==> config.mk <==
export PLATFORM = sky130hd
export DESIGN_NAME = tinyalu_exec
export DESIGN_NICKNAME = d
export VERILOG_FILES = /design/src/rtl/tinyalu_pkg.sv /design/src/rtl/tinyalu_mul_pipe.sv /design/src/rtl/tinyalu_exec.sv
export SDC_FILE = /design/constraint.sdc
export NUM_CORES = 1
export LEC_CHECK = 0
export BUFFER_PORTS_ARGS = -buffer_cell sky130_fd_sc_hd__buf_4
export CORE_MARGIN = 8
export CORE_UTILIZATION = 61
export CTS_CLUSTER_SIZE = 30
export DETAILED_ROUTE_END_ITERATION = 8
export GPL_TIMING_DRIVEN = 0
export PLACE_DENSITY = 0.81
export SLEW_MARGIN = 20
export SYNTH_ARGS = -nofsm -noshare
export SYNTH_HDL_FRONTEND = slang
export SYNTH_SLANG_ARGS = --single-unit
==> constraint.sdc <==
create_clock -name clk -period 2.4 [get_ports clk]
set_clock_uncertainty 0.15 [all_clocks]
set_input_delay 0.12 -clock clk [delete_from_list [all_inputs] [get_ports clk]]
set_output_delay 0.12 -clock clk [all_outputs]
set_load 0.05 [all_outputs]
==> src/rtl/tinyalu_pkg.sv <==
// Shared types and constants for the TinyALU execution core.
package tinyalu_pkg;

  typedef enum logic [2:0] {
    NO_OP, ADD_OP, AND_OP, XOR_OP, MUL_OP, RSVD5, RSVD6, RSVD7
  } operation_t;

  typedef enum logic [1:0] {
    S_IDLE, S_EXEC, S_MUL, S_RELEASE
  } state_t;

  localparam int DEFAULT_MUL_LATENCY = 3;

endpackage

==> src/rtl/tinyalu_mul_pipe.sv <==
// Registered unsigned multiplier: STAGES-deep product pipeline with a parallel valid
// shift chain. Valid bits clear on reset; product registers carry no reset.
module tinyalu_mul_pipe #(
  parameter int DATA_W = 8,
  parameter int STAGES = 3
) (
  input  logic                  i_clk,
  input  logic                  i_rst,
  input  logic                  i_vld,
  input  logic [DATA_W-1:0]     i_a,
  input  logic [DATA_W-1:0]     i_b,
  output logic                  o_vld,
  output logic [2*DATA_W-1:0]   o_prod
);

  localparam int RES_W = 2 * DATA_W;

  logic [RES_W-1:0]  r_prod_p [STAGES];
  logic [STAGES-1:0] r_vld_p;

  always_ff @(posedge i_clk or posedge i_rst) begin
    if (i_rst) begin
      r_vld_p <= '0;
    end else begin
      r_vld_p <= {r_vld_p[STAGES-2:0], i_vld};
    end
  end

  always_ff @(posedge i_clk) begin
    r_prod_p[0] <= RES_W'(i_a) * RES_W'(i_b);
    for (int s = 1; s < STAGES; s++) begin
      r_prod_p[s] <= r_prod_p[s-1];
    end
  end

  assign o_vld  = r_vld_p[STAGES-1];
  assign o_prod = r_prod_p[STAGES-1];

endmodule

==> src/rtl/tinyalu_exec.sv <==
// TinyALU execution core: start/done handshake, single-cycle add/and/xor, pipelined mul.
// Define ALU_PROTOCOL_CHECK_EN to add the sticky proto_err driver-protocol monitor.
import tinyalu_pkg::*;

module tinyalu_exec #(
  parameter int MUL_LATENCY = DEFAULT_MUL_LATENCY,
  parameter int DATA_W      = 8
) (
  input  logic                  clk,
  input  logic                  reset,
  input  logic                  start,
  input  logic [2:0]            op,
  input  logic [DATA_W-1:0]     A,
  input  logic [DATA_W-1:0]     B,
  output logic                  done,
  output logic [2*DATA_W-1:0]   result,
`ifdef ALU_PROTOCOL_CHECK_EN
  output logic                  proto_err,
`endif
  output logic                  busy
);

  localparam int RES_W = 2 * DATA_W;
  localparam int CNT_W = (MUL_LATENCY > 2) ? 2 : 1;

  state_t              r_state, w_next;
  operation_t          r_op, w_op;
  logic [DATA_W-1:0]   r_a, r_b;
  logic [CNT_W-1:0]    r_cnt;
  logic                w_accept_alu, w_accept_mul, w_mul_vld;
  logic [RES_W-1:0]    w_mul_prod;
`ifdef ALU_PROTOCOL_CHECK_EN
  logic [1:0]          r_rel_cnt;
`endif

  function automatic logic [RES_W-1:0] alu_fn(input operation_t o,
                                               input logic [DATA_W-1:0] a,
                                               input logic [DATA_W-1:0] b);
    case (o)
      ADD_OP:  return RES_W'(a) + RES_W'(b);
      AND_OP:  return RES_W'(a & b);
      XOR_OP:  return RES_W'(a ^ b);
      default: return '0;
    endcase
  endfunction

  assign w_op         = operation_t'(op);
  assign w_accept_alu = (r_state == S_IDLE) && start &&
                        (w_op == ADD_OP || w_op == AND_OP || w_op == XOR_OP);
  assign w_accept_mul = (r_state == S_IDLE) && start && (w_op == MUL_OP);
  assign busy         = (r_state == S_EXEC) || (r_state == S_MUL);

  // Operands enter the pipe on the acceptance edge, the same values latched into r_a/r_b.
  tinyalu_mul_pipe #(
    .DATA_W (DATA_W),
    .STAGES (MUL_LATENCY)
  ) u_mul_pipe (
    .i_clk  (clk),
    .i_rst  (reset),
    .i_vld  (w_accept_mul),
    .i_a    (A),
    .i_b    (B),
    .o_vld  (w_mul_vld),
    .o_prod (w_mul_prod)
  );

  always_ff @(posedge clk or posedge reset) begin
    if (reset) r_state <= S_IDLE;
    else       r_state <= w_next;
  end

  always_comb begin
    w_next = r_state;
    case (r_state)
      S_IDLE: begin
        if (w_accept_alu)      w_next = S_EXEC;
        else if (w_accept_mul) w_next = S_MUL;
      end
      S_EXEC:    w_next = S_RELEASE;
      S_MUL:     if (r_cnt == '0) w_next = S_RELEASE;
      S_RELEASE: if (!start) w_next = S_IDLE;
      default:   w_next = S_IDLE;
    endcase
  end

  always_ff @(posedge clk or posedge reset) begin
    if (reset) begin
      done   <= 1'b0;
      result <= '0;
      r_op   <= NO_OP;
      r_a    <= '0;
      r_b    <= '0;
      r_cnt  <= '0;
`ifdef ALU_PROTOCOL_CHECK_EN
      proto_err <= 1'b0;
      r_rel_cnt <= '0;
`endif
    end else begin
      done <= 1'b0;
      if (w_accept_alu || w_accept_mul) begin
        r_op  <= w_op;
        r_a   <= A;
        r_b   <= B;
        r_cnt <= CNT_W'(MUL_LATENCY - 1);
      end
      case (r_state)
        S_EXEC: begin
          result <= alu_fn(r_op, r_a, r_b);
          done   <= 1'b1;
        end
        S_MUL: begin
          if (r_cnt == '0) begin
            result <= w_mul_prod;
            done   <= w_mul_vld;
          end else begin
            r_cnt <= r_cnt - 1'b1;
          end
        end
        default: ;
      endcase
`ifdef ALU_PROTOCOL_CHECK_EN
      // Command must stay stable and asserted while in flight.
      if ((r_state == S_EXEC || r_state == S_MUL) &&
          (!start || w_op != r_op || A != r_a || B != r_b))
        proto_err <= 1'b1;
      if (r_state == S_RELEASE && start) begin
        if (r_rel_cnt == 2'd2) proto_err <= 1'b1;
        else                   r_rel_cnt <= r_rel_cnt + 2'd1;
      end else begin
        r_rel_cnt <= '0;
      end
`endif
    end
  end

endmodule
==> load_flow_metrics.sql <==
INSERT INTO impl_metrics (metric_group, metric, value, unit) VALUES
('run_status', 'status', 'finished, violations left', ''),
('run_status', 'violations', 'setup timing', ''),
('synthesis', 'mapped_cells', '503', ''),
('job', 'max_cap_violation_count', '0', ''),
('synthesis', 'synth-warning-count', '0', ''),
('sta', 'worst_slack', '-1110', 'ps'),
('synthesis', 'synth-edff-count', '0', ''),
('global_routing', 'track_usage', '21.8', '%'),
('power_and_ir_drop', 'pwr_density_cell', '1280', 'nW/µm²'),
('synthesis', 'synth_ff_type', 'sky130_fd_sc_hd__dfxtp_1', ''),
('drt', 'vias_per_cell', '5.75', ''),
('sta', 'timing.hold.ws', '6.57', 'ps'),
('layout', 'filler_cell_count', '470', ''),
('global_routing', 'number_of_global_route_vias_before_repair', '4424', ''),
('sta', 'grt_setup_unrepaired', 'yes', ''),
('worst_setup_path', 'timing.critical_path.required', '2550', 'ps'),
('drt', 'route.detailed.wl_per_inst', '19.3', 'µm'),
('drt', 'drt_antenna_net_count', '0', ''),
('synthesis', 'synth-async-reset-ratio', '47.3', '%'),
('worst_setup_path', 'path_class', 'input port to register', ''),
('sta', 'timing.slew.headroom', '68.1', '%'),
('global_routing', 'grt_pass1_wl', '20500', 'µm'),
('clocking', 'clock_tree.htree_level_count', '3', ''),
('clocking', 'cts_sink_count', '91', ''),
('synthesis', 'synth.area.top_cells', 'sky130_fd_sc_hd__dfrtp_1, sky130_fd_sc_hd__dfxtp_1, sky130_fd_sc_hd__fa_1', ''),
('drt', 'detailedRoute.firstPassIterationCount', '5', ''),
('floorplan', 'initial_utilization', '61.9', '%'),
('worst_setup_path', 'timing.critical_path.arrival', '3660', 'ps'),
('synthesis', 'synth_area_per_cell', '10.5', 'µm²'),
('synthesis', 'yosys_register_bits', '91', ''),
('placement', 'io_buffers', '39', ''),
('synthesis', 'synth_cell_type_count', '55', ''),
('clocking', 'ctsRootBufferMaster', 'sky130_fd_sc_hd__clkbuf_8', ''),
('clocking', 'tritoncts.num_buffers', '9', ''),
('drt', 'drcViolationCount', '0', ''),
('layout', 'fin_nets', '706', ''),
('global_routing', 'grt_max_degree', '30', ''),
('sta', 'timing.fmax', '0.285', 'GHz'),
('clocking', 'cts-root-to-sink-buffers', '2', ''),
('sta', 'period_share', '146', '%'),
('worst_setup_path', 'critPathMaxFanout', '9', ''),
('synthesis', 'synth_most_common_cell', 'sky130_fd_sc_hd__inv_1', ''),
('clocking', 'clkSlewWorstSetupHoldPaths', '100', 'ps'),
('sta', 'setup_viol', '12', ''),
('layout', 'number_of_standard_cells_in_the_layout_taps_in_and_fillers_out', '712', ''),
('layout', 'n_antenna_cell', '0', ''),
('min_path', 'hold_path_class', 'input port to register', ''),
('placement', 'place_hpwl', '8230', 'µm'),
('drt', 'vias', '4095', ''),
('global_routing', 'met2_usage', '38.8', '%'),
('floorplan', 'num_io_pins', '40', ''),
('layout', 'finish.utilization', '79.3', '%'),
('sta', 'timing_hold_violations_final', '0', ''),
('power_and_ir_drop', 'vdd_ir_drop_max', '578', 'µV'),
('clocking', 'tritoncts', 'yes', ''),
('synthesis', 'seq_area_frac_synth', '38.5', '%'),
('global_routing', 'global_route.usage.met1', '25.0', '%'),
('clocking', 'clk-insertion-delay-late', '370', 'ps'),
('power_and_ir_drop', 'leakage', '0.00320', 'µW'),
('placement', 'numPlacedInstances', '651', ''),
('global_routing', 'global_route.peak_usage_layer', 'met2', ''),
('placement', 'gp_routability_congestion', '0.833', ''),
('layout', 'ff_latch_area', '2040', 'µm²'),
('synthesis', 'synth.top_cells.by_count', 'sky130_fd_sc_hd__inv_1, sky130_fd_sc_hd__and2_1, sky130_fd_sc_hd__dfxtp_1, sky130_fd_sc_hd__ha_1, sky130_fd_sc_hd__dfrtp_1', ''),
('global_routing', 'groute.layer.met3.usage', '3.55', '%'),
('sta', 'finalCriticalPeriod', '3510', 'ps'),
('synthesis', 'synth.largest_area_cell', 'sky130_fd_sc_hd__dfrtp_1', ''),
('sta', 'timing_max_transition_violations_final', '0', ''),
('floorplan', 'dieWidth', '109', 'µm'),
('drt', 'initialDrtViolationCount', '239', ''),
('global_routing', 'globalRoute.totalOverflow', '0', '');
[report_power, final]
part | leakage (µW) | switching, µW | internal (µW)
clock network | 0.000103 | 634 | 420
registers | 0.000938 | 347 | 2190
logic | 0.00216 | 2860 | 2210
[critical path, cell delays in order]
cell                      delay [ps]
sky130_fd_sc_hd__buf_6           120
sky130_fd_sc_hd__nand2_1          80
sky130_fd_sc_hd__fa_1            480
sky130_fd_sc_hd__fa_1            510
sky130_fd_sc_hd__inv_1            60
sky130_fd_sc_hd__fa_1            510
sky130_fd_sc_hd__inv_2            50
sky130_fd_sc_hd__fa_1            490
sky130_fd_sc_hd__inv_2            50
sky130_fd_sc_hd__ha_4            170
sky130_fd_sc_hd__nor4_2          260
sky130_fd_sc_hd__o21ai_1         180
sky130_fd_sc_hd__a31o_2          290
sky130_fd_sc_hd__a21oi_2         150
sky130_fd_sc_hd__xnor2_1         120
[logic make-up after synthesis]
family,synth area share (%)
AOI/OAI and AO/OA,10.9
xor gates and xnor gates,2.48
adders and majority gates,25.3
buffers and inverters,5.60
DFF,38.5
muxes,4.21
and+or+nand+nor,12.9
[timing repair]
action                                  in CTS  in global routing
resized for setup                           57                 20
buffers inserted                            20                  7
endpoints found under the hold margin       62                  0
hold buffers                                20                  0
pin swaps                                   35                 16
endpoints found under the setup margin      11                 13
[through the flow]
| stage | setup TNS, ps | total power [µW] | area (µm²) |
|---|---|---|---|
| finish | -9540 | 8660 | 6780 |
| global route | -10560 | 9210 | 6780 |
| CTS | -8140 | 8200 | 6630 |
| detailed placement | -12870 | 6780 | 5890 |
| global placement | -12570 | 6610 | 5870 |
| floorplan | -9130 | 5740 | 5440 |
[cells in the final DEF (no fill, tap or decap), types with 9 or more instances in the layout]
cell	count
sky130_fd_sc_hd__xnor2_1	11
sky130_fd_sc_hd__nor2_1	21
sky130_fd_sc_hd__dfxtp_1	48
sky130_fd_sc_hd__nand3_1	10
sky130_fd_sc_hd__fa_1	32
sky130_fd_sc_hd__a21oi_1	16
sky130_fd_sc_hd__o21ai_0	11
sky130_fd_sc_hd__and2_1	39
sky130_fd_sc_hd__nand2_1	25
sky130_fd_sc_hd__dfrtp_1	43
sky130_fd_sc_hd__mux2_2	18
sky130_fd_sc_hd__ha_1	35
sky130_fd_sc_hd__inv_1	53
sky130_fd_sc_hd__buf_4	50
sky130_fd_sc_hd__ha_4	11
sky130_fd_sc_hd__inv_2	13
sky130_fd_sc_hd__clkbuf_8	9
sky130_fd_sc_hd__and2_4	13
sky130_fd_sc_hd__dlygate4sd3_1	20
[routing by layer]
metal,share of wire (%),up-vias,routed length (µm)
li1,-,1864,-
met1,38,2001,5210
met2,52,172,7100
met3,5.2,58,717
met4,5.1,0,695
met5,0,-,0
[worst paths after layout]
check / from / depth (start not counted) / end / slack [ps]
setup / recovery: B[3] / 15 / u_mul_pipe.r_prod_p[0][14] / -1110
hold / removal: op[2] / 3 / u_mul_pipe.r_vld_p[0] / 7
setup reg to reg: r_a[0] / 7 / result[6] / 100
hold reg to reg: u_mul_pipe.r_prod_p[0][13] / 0 / u_mul_pipe.r_prod_p[0][29] / 190
max in group asynchronous: reset / 4 / r_b[4] / 1510
min in group asynchronous: reset / 3 / r_cnt[0] / 130
[registers in the layout, indices dropped and copies added, names as in the netlist]
register and flops:
r_a 8, result 16, done 1, u_mul_pipe.r_prod_p 48, r_op 3, u_mul_pipe.r_vld_p 3
r_state 2, r_b 8, r_cnt 2
[final cells by class]
| type | count | area share [%] |
|---|---|---|
| Sequential cell | 91 | 30.0 |
| Clock buffer | 9 | 1.83 |
| Clock inverter | 7 | 1.13 |
| Tap cell | 108 | 1.99 |
| Inverter | 66 | 3.65 |
| Multi-Input combinational cell | 336 | 48.2 |
| Timing Repair Buffer | 86 | 12.5 |
| Buffer | 9 | 0.664 |
Note: power is estimated with default switching activity, not from simulation.
